**config.mk**
```make
export PLATFORM = sky130hd
export DESIGN_NAME = ram_lsu_bridge
export DESIGN_NICKNAME = d
export VERILOG_FILES = /design/src/rtl/ram_lsu_bridge.sv
export SDC_FILE = /design/constraint.sdc
export NUM_CORES = 1
export LEC_CHECK = 0
export ABC_CLOCK_PERIOD_IN_PS = 2400
export CORE_AREA = 4 4 132 134
export DETAILED_ROUTE_END_ITERATION = 6
export DIE_AREA = 0 0 136 138
export PLACE_DENSITY = 0.64
export REMOVE_ABC_BUFFERS = 1
export SLEW_MARGIN = 20
export SYNTH_ARGS = -nofsm -noshare
export SYNTH_HDL_FRONTEND = slang
export SYNTH_SLANG_ARGS = --single-unit
```
**constraint.sdc**
```tcl
create_clock -name clk -period 2.4 [get_ports clk]
set_input_delay 0.6 -clock clk [delete_from_list [all_inputs] [get_ports clk]]
set_output_delay 0.6 -clock clk [all_outputs]
set_load 0.01 [all_outputs]
```
**src/rtl/ram_lsu_bridge.sv**
```systemverilog
// ram_lsu_bridge
//   Bridges the core's load/store request channel to a byte-lane data RAM.
//   One request is in flight at a time. Each request is checked for alignment.
//   Stores drive a byte-lane write mask and lane-replicated data for one cycle.
//   Loads pulse the read enable, wait RD_LAT cycles, then extract, align and
//   extend the addressed lanes. Every request ends with one response.
//
// Ports
//   clk, rst             clock, synchronous active-high reset
//   req_valid/req_ready  request handshake; req_ready is combinational
//   req_we               1 = store, 0 = load
//   req_size             00 byte, 01 half, 10 word, 11 illegal
//   req_unsigned         loads: 1 = zero-extend, 0 = sign-extend
//   req_addr, req_wdata  byte address, right-justified store data
//   rsp_valid/rsp_ready  response handshake
//   rsp_rdata, rsp_err   load result (0 for stores/errors), error flag
//   ram_wen, ram_addr    byte write enables, byte address to the RAM
//   ram_wdata, ram_ren   write data, read enable to the RAM
//   ram_rdata            RAM read data, valid RD_LAT cycles after ram_ren
module ram_lsu_bridge #(
  parameter int AW     = 32,
  parameter int DW     = 32,
  parameter int RD_LAT = 1
) (
  input  logic          clk,
  input  logic          rst,
  input  logic          req_valid,
  output logic          req_ready,
  input  logic          req_we,
  input  logic [1:0]    req_size,
  input  logic          req_unsigned,
  input  logic [AW-1:0] req_addr,
  input  logic [DW-1:0] req_wdata,
  output logic          rsp_valid,
  input  logic          rsp_ready,
  output logic [DW-1:0] rsp_rdata,
  output logic          rsp_err,
  output logic [3:0]    ram_wen,
  output logic [AW-1:0] ram_addr,
  output logic [DW-1:0] ram_wdata,
  output logic          ram_ren,
  input  logic [DW-1:0] ram_rdata
);

  typedef enum logic [1:0] {IDLE, ACCESS, RD_WAIT, RESP} state_t;

  state_t        state, state_nxt;
  logic [1:0]    cnt, cnt_nxt;
  logic [3:0]    wen_nxt;
  logic          ren_nxt;
  logic [AW-1:0] addr_nxt;
  logic [DW-1:0] wdata_nxt;
  logic          rsp_valid_nxt;
  logic [DW-1:0] rsp_rdata_nxt;
  logic          rsp_err_nxt;
  logic          capture;

  // Request fields held for the duration of the access
  logic          we_p0;
  logic [1:0]    size_p0;
  logic          uns_p0;
  logic [1:0]    off_p0;

  function automatic logic misaligned(input logic [1:0] size, input logic [1:0] off);
    case (size)
      2'b00:   misaligned = 1'b0;
      2'b01:   misaligned = off[0];
      2'b10:   misaligned = (off != 2'b00);
      default: misaligned = 1'b1;
    endcase
  endfunction

  function automatic logic [3:0] lane_mask(input logic [1:0] size, input logic [1:0] off);
    case (size)
      2'b00:   lane_mask = 4'b0001 << off;
      2'b01:   lane_mask = 4'b0011 << off;
      default: lane_mask = 4'b1111;
    endcase
  endfunction

  function automatic logic [DW-1:0] lane_data(input logic [1:0] size, input logic [DW-1:0] wdata);
    case (size)
      2'b00:   lane_data = {4{wdata[7:0]}};
      2'b01:   lane_data = {2{wdata[15:0]}};
      default: lane_data = wdata;
    endcase
  endfunction

  function automatic logic [DW-1:0] load_fmt(input logic [1:0] size, input logic uns,
                                             input logic [1:0] off, input logic [DW-1:0] rdata);
    logic signed [7:0]  b;
    logic signed [15:0] h;
    b = $signed(rdata[{off, 3'b000} +: 8]);
    h = $signed(rdata[{off[1], 4'b0000} +: 16]);
    case (size)
      2'b00:   load_fmt = uns ? {24'b0, b} : {{24{b[7]}}, b};
      2'b01:   load_fmt = uns ? {16'b0, h} : {{16{h[15]}}, h};
      default: load_fmt = rdata;
    endcase
  endfunction

  assign req_ready = (state == IDLE) && !rst;

  always_comb begin
    state_nxt     = state;
    cnt_nxt       = cnt;
    wen_nxt       = 4'b0000;
    ren_nxt       = 1'b0;
    addr_nxt      = ram_addr;
    wdata_nxt     = ram_wdata;
    rsp_valid_nxt = rsp_valid;
    rsp_rdata_nxt = rsp_rdata;
    rsp_err_nxt   = rsp_err;
    capture       = 1'b0;
    case (state)
      IDLE: begin
        if (req_valid && req_ready) begin
          capture = 1'b1;
          if (misaligned(req_size, req_addr[1:0])) begin
            // Rejected requests never touch the RAM
            state_nxt     = RESP;
            rsp_valid_nxt = 1'b1;
            rsp_err_nxt   = 1'b1;
            rsp_rdata_nxt = '0;
          end else begin
            // Strobes are registered here so they are live throughout ACCESS
            state_nxt = ACCESS;
            addr_nxt  = req_addr;
            if (req_we) begin
              wen_nxt   = lane_mask(req_size, req_addr[1:0]);
              wdata_nxt = lane_data(req_size, req_wdata);
            end else begin
              ren_nxt = 1'b1;
            end
          end
        end
      end
      ACCESS: begin
        if (we_p0) begin
          state_nxt     = RESP;
          rsp_valid_nxt = 1'b1;
          rsp_err_nxt   = 1'b0;
          rsp_rdata_nxt = '0;
        end else begin
          state_nxt = RD_WAIT;
          cnt_nxt   = 2'(RD_LAT - 1);
        end
      end
      RD_WAIT: begin
        if (cnt == 2'd0) begin
          state_nxt     = RESP;
          rsp_valid_nxt = 1'b1;
          rsp_err_nxt   = 1'b0;
          rsp_rdata_nxt = load_fmt(size_p0, uns_p0, off_p0, ram_rdata);
        end else begin
          cnt_nxt = cnt - 2'd1;
        end
      end
      RESP: begin
        if (rsp_ready) begin
          state_nxt     = IDLE;
          rsp_valid_nxt = 1'b0;
        end
      end
      default: state_nxt = IDLE;
    endcase
  end

  always_ff @(posedge clk) begin
    if (rst) begin
      state     <= IDLE;
      cnt       <= 2'd0;
      ram_wen   <= 4'b0000;
      ram_ren   <= 1'b0;
      ram_addr  <= '0;
      ram_wdata <= '0;
      rsp_valid <= 1'b0;
      rsp_rdata <= '0;
      rsp_err   <= 1'b0;
    end else begin
      state     <= state_nxt;
      cnt       <= cnt_nxt;
      ram_wen   <= wen_nxt;
      ram_ren   <= ren_nxt;
      ram_addr  <= addr_nxt;
      ram_wdata <= wdata_nxt;
      rsp_valid <= rsp_valid_nxt;
      rsp_rdata <= rsp_rdata_nxt;
      rsp_err   <= rsp_err_nxt;
    end
    if (capture) begin
      we_p0   <= req_we;
      size_p0 <= req_size;
      uns_p0  <= req_unsigned;
      off_p0  <= req_addr[1:0];
    end
  end

endmodule

```
* Word-level counts from Yosys, hierarchy flattened
Cells that the tools add are included.
** Storage, ports and cells
- Register bits :: 113
- Input port bits :: 104
- Output and inout port bits :: 104
- Word-level logic and storage cells :: 87
** Cells by class
- $add $sub $neg :: 1
- Equality and inequality tests :: 13
- Shift operators :: 4
- Muxes and demuxes :: 34
- Bitwise logic cells :: 4
- Reduce and logical (&&, ||, !) cells :: 18
** Operator list (count)
- 32-bit two-way mux :: 6
- 32-bit one-hot mux with 2 select lines :: 2
- 32-bit one-hot mux with 3 select lines :: 1
- 32-bit by 6-bit indexed part select with 16-bit output :: 1
- 32-bit by 6-bit indexed part select with 8-bit output :: 1
- 1-bit two-way mux :: 13
- 2-bit two-way mux :: 6
- 2-bit inequality test (second input constant) :: 5
- 5-bit AND reduction :: 2
- 3-bit AND reduction :: 3
- 2-bit zero test :: 4
- 2-bit one-hot mux with 4 select lines :: 1
- 4-bit one-hot mux with 2 select lines :: 1
- 2-bit by 1-bit == test with 1-bit output (second input constant) :: 3
- 2-bit == test (second input constant) :: 3
- 1-bit one-hot mux with 3 select lines :: 2
- 5-bit OR reduction :: 1
- 2-bit by 1-bit inequality test with 1-bit output (second input constant) :: 2
- 1-bit NOT :: 4
- 1-bit one-hot mux with 4 select lines :: 1
- 2-bit one-hot mux with 2 select lines :: 1
- 4-bit AND reduction :: 1
- 2-bit nonzero test :: 2
- 4-bit OR reduction :: 1
- other kinds (6) :: 7

* Logic depth before layout (Yosys ltp)
- Depth in word-level cells :: 8
- Mapped depth :: 9
- Gate-level depth less buffers :: 6

* Worst setup path after synthesis
Ideal clock, no wire load.
- Path kind :: reg2reg
- Start :: reg state[0]
- End :: reg ram_wdata[14]
- Arrival time :: 1.938 ns
- Data required time :: 2.262 ns
- Path slack :: 0.324 ns
- Stages on the path, launching flop included :: 9
- Path buffers :: 3
- Clock period less this slack :: 2.076 ns
- Cells stage by stage :: dfxtp_1 inv_1 ha_1 and3b_1 clkbuf_1 o211a_1 buf_2 buf_1 a211oi_1
** Between the ends
- Word-level cells in the longest chain between the ends :: 4
** Ends and longest elaborated chain
- start: declaration :: line 47 : state_t state, state_nxt;
- start signal: assignment :: line 181 : state <= state_nxt;
- 2-bit zero test (*) :: line 102, 115
- 1-bit logical AND :: line 102 : assign req_ready = (state == IDLE) && !rst;
- 1-bit logical AND :: line 117 : if (req_valid && req_ready) begin
- 4-bit AND reduction (no source line) (*)
- end signal: assignment :: line 186 : ram_wdata <= wdata_nxt;
- end: declaration :: line 40 : output logic [DW-1:0] ram_wdata,
Every way passes the cells marked *; elsewhere a longest branch is shown, timed or not.
A chain may end at the register's enable or synchronous reset.

* Worst setup path in the final report
- Start :: reg state[0]
- End :: reg rsp_rdata[2]
** Between the ends
- Word-level cells in the longest chain between the ends :: 5
- Elaborated cells on any way between the ends :: 12
- Classes of those cells :: 6 x eq/ne; 1 x mux; 5 x reduce/logical
** Ends and longest elaborated chain
- 2-bit zero test :: line 102, 115
- 1-bit logical AND :: line 102
- 1-bit logical AND :: line 117
- 2-bit by 1-bit inequality test with 1-bit output (no source line)
- 5-bit AND reduction (no source line)
- end signal: assignment :: line 188 : rsp_rdata <= rsp_rdata_nxt;
- end: declaration :: line 36 : output logic [DW-1:0] rsp_rdata,
Several ways; a longest one is shown, not always the timed one.

==> flow_summary.json <==
{
  "slew_viol_final": 0,
  "skew_ps": 12.6,
  "die_height_microns": 138,
  "io_pins": 208,
  "fmax_mhz": 472,
  "synthTopCellsByArea": "dfxtp_1 44%, nand2_1 8.5%, a21oi_1 5.4%, mux2i_1 4.8%, edfxtp_1 3.7%",
  "io_buffers": 207,
  "grt_max_degree": 63,
  "fillers": 1469,
  "multi_input_area_sq_um": 2300,
  "seq_area_sq_um": 2320,
  "syn_area_sq_um": 4830,
  "die_w_microns": 136,
  "timing.rr.end": "rsp_rdata[2]",
  "yosysTopAreaCellShare": 0.443,
  "hp-start": "ram_addr[25]",
  "whs_ps": 453,
  "ys_warn_count": 0,
  "std_cell_rows": 47,
  "hold_path.class": "flip-flop to flip-flop",
  "postCtsSetupBuffers": 0,
  "wirelength_microns": 16000,
  "areaGrowthSynthToFinish_pct": 64.8,
  "start_util": 0.297,
  "period_needed_ps": 2120,
  "vdd_drop_max_mv": 0.472,
  "hold_viol": 0,
  "crit_fanout": 7,
  "yosysSeqAreaShare": 0.481,
  "wl_per_cell_microns": 16.1,
  "clock_latency_ps": 420,
  "min_to": "ram_addr[25]",
  "reg2reg_from": "state[0]",
  "drt_iter0_markers": 277,
  "worst_slew_pin_slew_ps": 708,
  "endpoint_kind": "flip-flop",
  "leakagePower_nw": 2.91,
  "first_pass_iters": 4,
  "status": "complete, no violations",
  "grt_usage": 0.170,
  "reg2reg_slack_ps": 280,
  "place.gp.congestion": 0.793,
  "crit_path_start_kind": "flip-flop",
  "ys_ff_latch": 113,
  "max-slew-margin-rel": 0.528,
  "ys.flop_type": "dfxtp_1",
  "ant_nets": 0,
  "antenna_found_initial": 1,
  "finalSetupViolations": 0,
  "final_cell_mix": "205 x clkdlybuf4s50_1, 109 x nand2_1, 105 x dfxtp_1",
  "nets": 871,
  "async_flop_share": 0,
  "dieArea_sq_um": 18800,
  "synth_area_leader_cell": "dfxtp_1",
  "cts_root_buffer": "clkbuf_16",
  "synth_edf_count": 6,
  "core_sq_um": 16300,
  "cts_max_path_buffers": 2,
  "postPlaceCellArea_sq_um": 7300,
  "tritoncts": "built",
  "setup_slack_ps": 283,
  "required_ps": 2710,
  "min_path_cells": 2,
  "cts-htree-levels": 4,
  "cts_made_buffers": 17,
  "arrival_ps": 2430,
  "drive_above_1_share": 0.109,
  "path_clk_slew_ps": 60,
  "worstRegToRegCells": 8,
  "grt_overflow_total": 0,
  "syn_area_per_cell_sq_um": 8.90,
  "grt_setup_unrepaired": "false",
  "drc": 0,
  "criticalPathCategory": "flip-flop to flip-flop",
  "vias_per_cell": 4.81,
  "post-route-period-util": 0.882,
  "power.density_nw_per_um2": 813,
  "stdcell_area_sq_um": 7960,
  "place_ws_ps": -89.9,
  "synth_cell_types": 54,
  "netlist_instances": 543,
  "vias": 4785,
  "grt_pass1_wl_microns": 25500,
  "cap_violations": 0,
  "grt_pass1_vias": 4891,
  "dp_hpwl_microns": 11600,
  "final_common_cell": "clkdlybuf4s50_1",
  "cts.sinks": 113
}
## metrics by stage
step           TNS (ps)  power (mW)  utilization  std cells
2_1_floorplan     -6420        2.87            -        506
3_3_place_gp          0        3.66        0.448        961
3_5_place_dp       -177        3.70        0.448        961
4_1_cts               0        6.54        0.489        993
5_1_grt               0        6.78        0.489        993
6_report              0        6.47        0.489        994
## where the power goes
| group | internal (mW) | leakage [nW] | switching [mW] |
|---|---|---|---|
| registers | 2.07 | 0.922 | 0.114 |
| clock network | 1.85 | 0.318 | 0.953 |
| logic | 0.786 | 1.67 | 0.696 |
## state kept, by name (all words and copies together), names as in the netlist
signal     count
state          2
rsp_valid      1
cnt            2
ram_wen        4
size_p0        2
rsp_err        1
uns_p0         1
we_p0          1
ram_wdata     32
off_p0         2
ram_addr      32
ram_ren        1
rsp_rdata     32
## worst max path at each step
stage / start / to / slack (ps) / cells past startpoint
6_report: state[0] / rsp_rdata[2] / 280 / 8
5_1_grt: state[0] / rsp_rdata[1] / 130 / 8
4_1_cts: state[0] / req_ready / 30 / 4
3_5_place_dp: req_valid / rsp_rdata[2] / -90 / 7
3_3_place_gp: req_valid / rsp_rdata[15] / 30 / 6
2_1_floorplan: state[0] / ram_addr[0] / -200 / 6
## metal layers
layer,up-vias,routed length (microns),GRT usage
met5,-,11,0
met4,2,166,0.0493
met3,16,1580,0.0828
met2,165,7560,0.278
met1,2238,6680,0.196
li1,2364,-,-
## cells in the mapped netlist, types with 3 or more instances
cell / count
nand2_1: 109
dfxtp_1: 107
a21oi_1: 52
nor2_1: 48
mux2i_1: 23
clkbuf_1: 22
a211oi_1: 19
o2bb2ai_1: 16
inv_1: 15
buf_2: 12
mux2_2: 9
o211ai_1: 9
a22o_1: 8
a2bb2oi_1: 7
ha_1: 7
nor2b_1: 7
o22ai_1: 7
o32ai_1: 7
edfxtp_1: 6
o21ai_0: 5
a21o_1: 3
a311oi_1: 3
buf_1: 3
nand3_1: 3
## layout make-up
cell class / count / share of cell area
timing repair buffer: 235 / 0.294
sequential: 113 / 0.292
multi-input combinational: 376 / 0.289
clock buffer: 17 / 0.0534
tap: 220 / 0.0346
clock inverter: 15 / 0.0289
inverter: 17 / 0.00801
antenna: 1 / 0.000314
## timing repair
item	CTS	global route
resized for setup	2	1
hold buffers	0	0
endpoints found under the hold margin	0	0
endpoints found under the setup margin	1	1
## cells by family (layout without fill, tap and decap cells)
logic type | Yosys count | after routing | share of synthesized area
muxes | 32 | 32 | 0.0686
and+or+nand+nor | 181 | 181 | 0.159
adders and majority gates | 7 | 7 | 0.0181
other | 0 | 1 | 0
AOI/OAI and AO/OA | 156 | 156 | 0.229
DFF | 113 | 113 | 0.481
buffers and inverters | 54 | 284 | 0.0451
## worst max-delay path: stages, from the launching register on
cell and delay, ps:
dfxtp_2 370, inv_1 90, ha_1 280, nor2b_1 210, a2111oi_4 270, buf_4 200
nand3_1 100, buf_4 180, o32ai_1 310
(Power assumes the default switching activity.)
